### src/rtl/rv_dmem_port.sv
// rv_dmem_port: execute-to-writeback data memory port.
// Aligns stores, runs req/ack bus cycles, holds results for writeback.
module rv_dmem_port #(
   parameter int unsigned TIMEOUT_CYCLES = 256
) (
   input  logic        clk_i,
   input  logic        rst_n_i,
   input  logic        x_req_i,
   input  logic        x_load_i,
   input  logic [2:0]  x_fun_i,
   input  logic [31:0] x_addr_i,
   input  logic [31:0] x_store_data_i,
   input  logic        w_stall_i,
   output logic [31:0] dm_addr_o,
   output logic [31:0] dm_data_s_o,
   output logic [3:0]  dm_data_select_o,
   output logic        dm_load_o,
   output logic        dm_store_o,
   input  logic        dm_ack_i,
   input  logic [31:0] dm_data_l_i,
   output logic [31:0] dm_data_l_o,
   output logic        dm_load_done_o,
   output logic        dm_store_done_o,
   output logic        dm_err_o
);

   localparam logic [2:0] LDST_B  = 3'b000;
   localparam logic [2:0] LDST_H  = 3'b001;
   localparam logic [2:0] LDST_L  = 3'b010;
   localparam logic [2:0] LDST_BU = 3'b100;
   localparam logic [2:0] LDST_HU = 3'b101;

   localparam int unsigned CW =
      (TIMEOUT_CYCLES > 1) ? $clog2(TIMEOUT_CYCLES) : 1;
   localparam logic [CW-1:0] CNT_LAST = CW'(TIMEOUT_CYCLES - 1);

   typedef enum logic [1:0] {
      IDLE     = 2'd0,
      WAIT_ACK = 2'd1,
      DONE     = 2'd2
   } state_e;

   state_e        state_q, state_d;
   logic [31:0]   addr_q, addr_d;
   logic [31:0]   sdata_q, sdata_d;
   logic [3:0]    sel_q, sel_d;
   logic          load_q, load_d;
   logic          err_q, err_d;
   logic [31:0]   ldata_q, ldata_d;
   logic [CW-1:0] cnt_q, cnt_d;

   logic          is_byte;
   logic          is_half;
   logic          misalign;
   logic          expire;
   logic [31:0]   fmt_data;
   logic [3:0]    fmt_sel;

   always_comb begin
      is_byte = 1'b0;
      is_half = 1'b0;
      unique case (x_fun_i)
         LDST_B, LDST_BU: is_byte = 1'b1;
         LDST_H, LDST_HU: is_half = 1'b1;
         LDST_L:          ;
         default:         ;
      endcase
   end

   assign misalign = (is_half & x_addr_i[0])
                   | (!is_byte & !is_half & (x_addr_i[1:0] != 2'b00));

   // Lanes are replicated so the bus can pick any byte via selects.
   always_comb begin
      fmt_data = x_store_data_i;
      fmt_sel  = 4'b1111;
      if (x_load_i) begin
         fmt_data = '0;
      end else if (is_byte) begin
         fmt_data = {4{x_store_data_i[7:0]}};
         fmt_sel  = 4'b0001 << x_addr_i[1:0];
      end else if (is_half) begin
         fmt_data = {2{x_store_data_i[15:0]}};
         fmt_sel  = x_addr_i[1] ? 4'b1100 : 4'b0011;
      end
   end

   assign expire = (TIMEOUT_CYCLES != 0) && (cnt_q == CNT_LAST);

   always_comb begin
      state_d = state_q;
      addr_d  = addr_q;
      sdata_d = sdata_q;
      sel_d   = sel_q;
      load_d  = load_q;
      err_d   = err_q;
      ldata_d = ldata_q;
      cnt_d   = cnt_q;
      unique case (state_q)
         IDLE: begin
            if (x_req_i) begin
               addr_d  = {x_addr_i[31:2], 2'b00};
               sdata_d = fmt_data;
               sel_d   = fmt_sel;
               load_d  = x_load_i;
               cnt_d   = '0;
               if (misalign) begin
                  state_d = DONE;
                  err_d   = 1'b1;
                  ldata_d = '0;
               end else begin
                  state_d = WAIT_ACK;
               end
            end
         end
         WAIT_ACK: begin
            cnt_d = (TIMEOUT_CYCLES == 0) ? '0 : cnt_q + 1'b1;
            // Ack is checked first so it beats a same-cycle expiry.
            if (dm_ack_i) begin
               state_d = DONE;
               if (load_q) ldata_d = dm_data_l_i;
            end else if (expire) begin
               state_d = DONE;
               err_d   = 1'b1;
               ldata_d = '0;
            end
         end
         DONE: begin
            if (!w_stall_i) begin
               state_d = IDLE;
               err_d   = 1'b0;
               cnt_d   = '0;
            end
         end
         default: begin
            state_d = IDLE;
            err_d   = 1'b0;
            cnt_d   = '0;
         end
      endcase
   end

   always_ff @(posedge clk_i) begin
      if (!rst_n_i) begin
         state_q <= IDLE;
         addr_q  <= '0;
         sdata_q <= '0;
         sel_q   <= '0;
         load_q  <= 1'b0;
         err_q   <= 1'b0;
         ldata_q <= '0;
         cnt_q   <= '0;
      end else begin
         state_q <= state_d;
         addr_q  <= addr_d;
         sdata_q <= sdata_d;
         sel_q   <= sel_d;
         load_q  <= load_d;
         err_q   <= err_d;
         ldata_q <= ldata_d;
         cnt_q   <= cnt_d;
      end
   end

   assign dm_addr_o        = addr_q;
   assign dm_data_s_o      = sdata_q;
   assign dm_data_select_o = sel_q;
   assign dm_load_o        = (state_q == WAIT_ACK) & load_q;
   assign dm_store_o       = (state_q == WAIT_ACK) & !load_q;
   assign dm_load_done_o   = (state_q == DONE) & load_q;
   assign dm_store_done_o  = (state_q == DONE) & !load_q;
   assign dm_err_o         = err_q;
   assign dm_data_l_o      = ldata_q;

endmodule

### config.mk
export PLATFORM = sky130hd
export DESIGN_NAME = rv_dmem_port
export DESIGN_NICKNAME = d
export VERILOG_FILES = /design/src/rtl/rv_dmem_port.sv
export SDC_FILE = /design/constraint.sdc
export NUM_CORES = 1
export LEC_CHECK = 0
export CELL_PAD_IN_SITES_DETAIL_PLACEMENT = 1
export CELL_PAD_IN_SITES_GLOBAL_PLACEMENT = 2
export CORE_AREA = 2 2 144 132
export CTS_BUF_LIST = sky130_fd_sc_hd__clkbuf_16
export DETAILED_ROUTE_END_ITERATION = 6
export DIE_AREA = 0 0 146 134
export MAX_ROUTING_LAYER = met4
export PLACE_DENSITY = 0.9
export SLEW_MARGIN = 25
export SYNTH_ARGS = -nofsm -noshare
export SYNTH_HDL_FRONTEND = slang
export SYNTH_SLANG_ARGS = --single-unit
### constraint.sdc
create_clock -name clk_i -period 2.6 [get_ports clk_i]
set_clock_uncertainty 0.2 [all_clocks]
set_input_delay 0.26 -clock clk_i [delete_from_list [all_inputs] [get_ports clk_i]]
set_output_delay 0.26 -clock clk_i [all_outputs]
set_load 0.02 [all_outputs]
==> impl_results.html <==
<table>
<tr><th>Metric</th><th>Value</th></tr>
<tr><th colspan="2">STA</th></tr>
<tr><td>Setup repair after global routing missed its margin</td><td>no</td></tr>
<tr><td>Setup violations, final</td><td>0</td></tr>
<tr><td>Final hold slack</td><td>0.2470 ns</td></tr>
<tr><td>Final Hold Fails</td><td>0</td></tr>
<tr><td>Least setup slack across all paths after layout</td><td>0.2670 ns</td></tr>
<tr><td>Min Tclk post-route</td><td>2.333 ns</td></tr>
<tr><td>Actual transition at the worst max-transition pin</td><td>0.8912 ns</td></tr>
<tr><td>Headroom to the max-slew limit</td><td>40.59%</td></tr>
<tr><td>Sum of negative setup slack</td><td>0 ns</td></tr>
<tr><td>Maximum clock rate</td><td>0.4286 GHz</td></tr>
<tr><td>Period utilisation layout</td><td>89.73%</td></tr>
<tr><td>Total count of max-transition violations in the final report</td><td>0</td></tr>
<tr><th colspan="2">Global route</th></tr>
<tr><td>Vias in the first global route</td><td>4419</td></tr>
<tr><td>Antenna violations before repair</td><td>0</td></tr>
<tr><td>Grt total ovfl</td><td>0</td></tr>
<tr><td>Wire length of the first global-routing pass</td><td>23960 um</td></tr>
<tr><td>Largest net degree at the start of global routing</td><td>66</td></tr>
<tr><td>Overall Global Routing Usage</td><td>15.76%</td></tr>
<tr><th colspan="2">Critical path</th></tr>
<tr><td>Count of buffering cells on the critical path with inverters included</td><td>1</td></tr>
<tr><td>Kind of end point of the critical path</td><td>primary output</td></tr>
<tr><td>Critical register-to-register path endpoint</td><td>dm_data_l_o[13]$_SDFFE_PN0P_</td></tr>
<tr><td>Path depth of the worst reg2reg path</td><td>4</td></tr>
<tr><td>Critical Path, Cell by Cell</td><td>nand2b_1 &gt; nor2_1 &gt; clkdlybuf4s50_1</td></tr>
<tr><td>Reg-to-reg setup timing slack</td><td>0.43 ns</td></tr>
<tr><td>Worst setup path startpoint</td><td>state_q[0]$_SDFFE_PN0P_</td></tr>
<tr><td>Cell with the largest stage delay on the worst path</td><td>sky130_fd_sc_hd__clkdlybuf4s50_1</td></tr>
<tr><td>Reg2reg start</td><td>state_q[0]$_SDFFE_PN0P_</td></tr>
<tr><td>Arrival @ worst endpoint</td><td>1.87 ns</td></tr>
<tr><td>CP max stage delay</td><td>0.62 ns</td></tr>
<tr><td>Worst setup path end</td><td>dm_store_o</td></tr>
<tr><td>Cell family with the largest share of critical-path delay</td><td>buffers and inverters</td></tr>
<tr><td>Critical setup path kind</td><td>flop to primary output</td></tr>
<tr><td>Logic depth of the worst path, buffers included</td><td>3</td></tr>
<tr><td>CP Max Fanout</td><td>15</td></tr>
<tr><td>Required time reported for the critical path endpoint</td><td>2.14 ns</td></tr>
<tr><td>Launching element type of the critical path</td><td>flop</td></tr>
<tr><th colspan="2">Route</th></tr>
<tr><td>WL/cell</td><td>16.59 um</td></tr>
<tr><td>Detailed-routing iteration count for the pre-antenna-repair pass</td><td>4</td></tr>
<tr><td>Residual antenna-violating net count after detailed routing</td><td>0</td></tr>
<tr><td>Via density per instance</td><td>4.639</td></tr>
<tr><td>DR vias</td><td>4245</td></tr>
<tr><td>Post-Route WL</td><td>15180 um</td></tr>
<tr><td>Remaining DRCs</td><td>0</td></tr>
<tr><td>Drt first-iter violations</td><td>150</td></tr>
<tr><th colspan="2">Die</th></tr>
<tr><td>Core Region</td><td>18110 um2</td></tr>
<tr><td>Floorplan die area</td><td>19560 um2</td></tr>
<tr><td>Die Ht</td><td>134 um</td></tr>
<tr><td>Width of the die</td><td>146 um</td></tr>
<tr><td>Count of pins on the block boundary</td><td>210</td></tr>
<tr><td>Count of standard-cell rows</td><td>47</td></tr>
<tr><td>Initial core utilization</td><td>24.41%</td></tr>
<tr><th colspan="2">Power and ir drop</th></tr>
<tr><td>Flop pwr share</td><td>44.2%</td></tr>
<tr><td>Power per unit of standard cell area</td><td>586.1 nW/um2</td></tr>
<tr><td>Combinational group share of total power</td><td>20.1%</td></tr>
<tr><td>Peak supply drop</td><td>321.3 uV</td></tr>
<tr><td>Net Switching</td><td>1.175 mW</td></tr>
<tr><td>Sw Ratio</td><td>28.60%</td></tr>
<tr><td>Int Pwr</td><td>2.933 mW</td></tr>
<tr><td>Pleak</td><td>2.566 nW</td></tr>
<tr><td>Clock power share</td><td>35.7%</td></tr>
<tr><th colspan="2">Synthesis</th></tr>
<tr><td>Synth Instances</td><td>475</td></tr>
<tr><td>Most common cell in the netlist</td><td>sky130_fd_sc_hd__dfxtp_1</td></tr>
<tr><td>Mapped Area</td><td>4422 um2</td></tr>
<tr><td>Synth top cells by count</td><td>sky130_fd_sc_hd__dfxtp_1, sky130_fd_sc_hd__nand2_1, sky130_fd_sc_hd__a21oi_1</td></tr>
<tr><td>Mapped Avg Cell Area</td><td>9.309 um2</td></tr>
<tr><td>Share of the synthesized area in the top cell type</td><td>49.80%</td></tr>
<tr><td>Fraction of synthesis flops using an asynchronous set or reset pin</td><td>0%</td></tr>
<tr><td>Leading register cell type out of synthesis</td><td>sky130_fd_sc_hd__dfxtp_1</td></tr>
<tr><td>#FFs+latches synth</td><td>110</td></tr>
<tr><td>Leading area contributor after synthesis</td><td>sky130_fd_sc_hd__dfxtp_1</td></tr>
<tr><td>Yosys cell types</td><td>51</td></tr>
<tr><td>Ranking of synthesized cells by area</td><td>sky130_fd_sc_hd__dfxtp_1, sky130_fd_sc_hd__nand2_1, sky130_fd_sc_hd__a22o_1, sky130_fd_sc_hd__a21oi_1, sky130_fd_sc_hd__mux2i_1</td></tr>
<tr><td>Post-synth EDFFs</td><td>0</td></tr>
<tr><td>Yosys warning total</td><td>0</td></tr>
<tr><td>Fraction of the yosys area taken by sequential cells</td><td>49.80%</td></tr>
<tr><th colspan="2">Cells and area</th></tr>
<tr><td>Proportion of layout cells with a drive suffix above 1</td><td>8.358%</td></tr>
<tr><td>Layout Cell Area excl Fill</td><td>7009 um2</td></tr>
<tr><td>Number of diodes added for antenna fixing</td><td>0</td></tr>
<tr><td>Post-layout nets</td><td>771</td></tr>
<tr><td>Signed area change from the synthesized netlist to the final layout</td><td>58.52%</td></tr>
<tr><td>Count of filler cells inserted in the layout</td><td>2091</td></tr>
<tr><td>Finished Layout Cells</td><td>915</td></tr>
<tr><th colspan="2">Clock network</th></tr>
<tr><td>Insertion delay to the later sink of the worst-skew pair</td><td>0.35 ns</td></tr>
<tr><td>Clock Path Buffers</td><td>2</td></tr>
<tr><td>Post-CTS setup repair buffer count</td><td>0</td></tr>
<tr><td>Hold_buf cts</td><td>0</td></tr>
<tr><td>Clock tree from TritonCTS</td><td>done</td></tr>
<tr><td># clock sinks</td><td>110</td></tr>
<tr><td>Resized cells post-CTS</td><td>1</td></tr>
<tr><td>TritonCTS buffer count</td><td>9</td></tr>
<tr><td>H-tree level count</td><td>3</td></tr>
<tr><td>Clock Root Buffer</td><td>sky130_fd_sc_hd__clkbuf_16</td></tr>
<tr><td>Reg clk slew, reported paths</td><td>0.08 ns</td></tr>
<tr><th colspan="2">Hold path</th></tr>
<tr><td>Hold/Removal Path Class</td><td>input port to flop</td></tr>
<tr><th colspan="2">Status</th></tr>
<tr><td>Run status</td><td>finished clean</td></tr>
<tr><th colspan="2">Placed design</th></tr>
<tr><td>Global placer's final weighted congestion</td><td>0.7874</td></tr>
<tr><td>Pre-CTS setup slack</td><td>0.2141 ns</td></tr>
<tr><td>Placed standard-cell area</td><td>6691 um2</td></tr>
<tr><td>Port Buffer Count</td><td>206</td></tr>
<tr><td>HPWL after DPL</td><td>11200 um</td></tr>
<tr><td>Placed cell count</td><td>899</td></tr>
<tr><th colspan="2">Run</th></tr>
<tr><td>Number of max-cap violations</td><td>0</td></tr>
</table>
==> metrics by stage <==
step | power (mW) | utilization (%)
final | 4.108 | 38.70
after global routing | 4.324 | 38.70
after CTS | 4.195 | 38.70
after detailed placement | 2.692 | 36.94
after global placement | 2.665 | 36.94
after floorplan | 2.273 | -
==> routing by layer <==
layer  wire length (um)  GRT usage, %  share of wire, %  up-vias
met2               7176         25.92                47      148
met1               6770         19.03                45     2034
met3                955         4.286               6.3       17
met4                274         4.639               1.8        0
met5                  0             -                 0        -
li1                   -             -                 -     2046
==> cells in the final DEF, fill, tap and decap left out, types with 7 or more instances in the layout <==
master                            instances
sky130_fd_sc_hd__a21oi_1                 55
sky130_fd_sc_hd__mux2i_1                 17
sky130_fd_sc_hd__a22oi_1                 16
sky130_fd_sc_hd__nand3b_1                 8
sky130_fd_sc_hd__buf_4                    8
sky130_fd_sc_hd__a22o_1                  32
sky130_fd_sc_hd__clkbuf_16                9
sky130_fd_sc_hd__nor2_1                  36
sky130_fd_sc_hd__dfxtp_1                109
sky130_fd_sc_hd__clkdlybuf4s50_1        206
sky130_fd_sc_hd__mux2_2                   8
sky130_fd_sc_hd__nand2_1                 80
sky130_fd_sc_hd__o21ai_0                 14
sky130_fd_sc_hd__nor3_2                   7
==> worst min-delay path by stage <==
stage                                           from                    endpoint  slack, ns  depth (start not counted)
final                                   x_addr_i[19]  dm_addr_o[19]$_SDFFE_PN0P_       0.25                          3
after global routing                    x_addr_i[14]  dm_addr_o[14]$_SDFFE_PN0P_       0.24                          3
after CTS                               x_addr_i[15]  dm_addr_o[15]$_SDFFE_PN0P_       0.23                          3
after detailed placement   dm_addr_o[7]$_SDFFE_PN0P_   dm_addr_o[7]$_SDFFE_PN0P_       0.25                          2
after global placement    dm_addr_o[31]$_SDFFE_PN0P_  dm_addr_o[31]$_SDFFE_PN0P_       0.24                          2
after floorplan                              rst_n_i     state_q[1]$_SDFFE_PN0P_       0.17                          2
==> worst min-delay path, cell delays in order <==
cell	delay [ns]
sky130_fd_sc_hd__clkdlybuf4s50_1	0.39
sky130_fd_sc_hd__nand2_1	0.05
sky130_fd_sc_hd__a21oi_1	0.05
==> power by group through the flow <==
stage                     Combinational [mW]  Clock [mW]  Sequential, mW
after floorplan                        0.342           0            1.93
after global placement                 0.814           0            1.85
after detailed placement               0.835           0            1.86
after CTS                              0.839        1.54            1.82
after global routing                   0.890        1.60            1.83
final                                  0.825        1.47            1.82
==> logic make-up (layout without fill, tap and decap cells) <==
family / Yosys count / in the layout / synth area share, %
and+or+nand+nor: 155 / 155 / 17.06
other: 1 / 2 / 0.08481
muxes: 25 / 25 / 5.886
AOI/OAI and AO/OA: 137 / 137 / 21.00
DFF: 110 / 110 / 49.80
buffers and inverters: 43 / 237 / 5.291
adders and majority gates: 1 / 1 / 0.2829
xor gates and xnor gates: 3 / 3 / 0.5943
==> registers in the layout, summed over array words and instances, names as in the netlist <==
name              flops
dm_addr_o            30
load_q                1
dm_data_s_o          32
state_q               2
dm_err_o              1
cnt_q                 8
dm_data_l_o          32
dm_data_select_o      4
==> layout make-up <==
type                       count  area [um2]  share of cell area [%]
clock buffer                   9       225.2                   3.213
tap                          245       306.5                   4.373
sequential                   110        2203                   31.44
timing repair buffer         216        2162                   30.85
clock inverter                 7       91.34                   1.303
multi-input combinational    323        2002                   28.56
inverter                       5       18.77                  0.2678
Power figures use the tool's default switching activity.
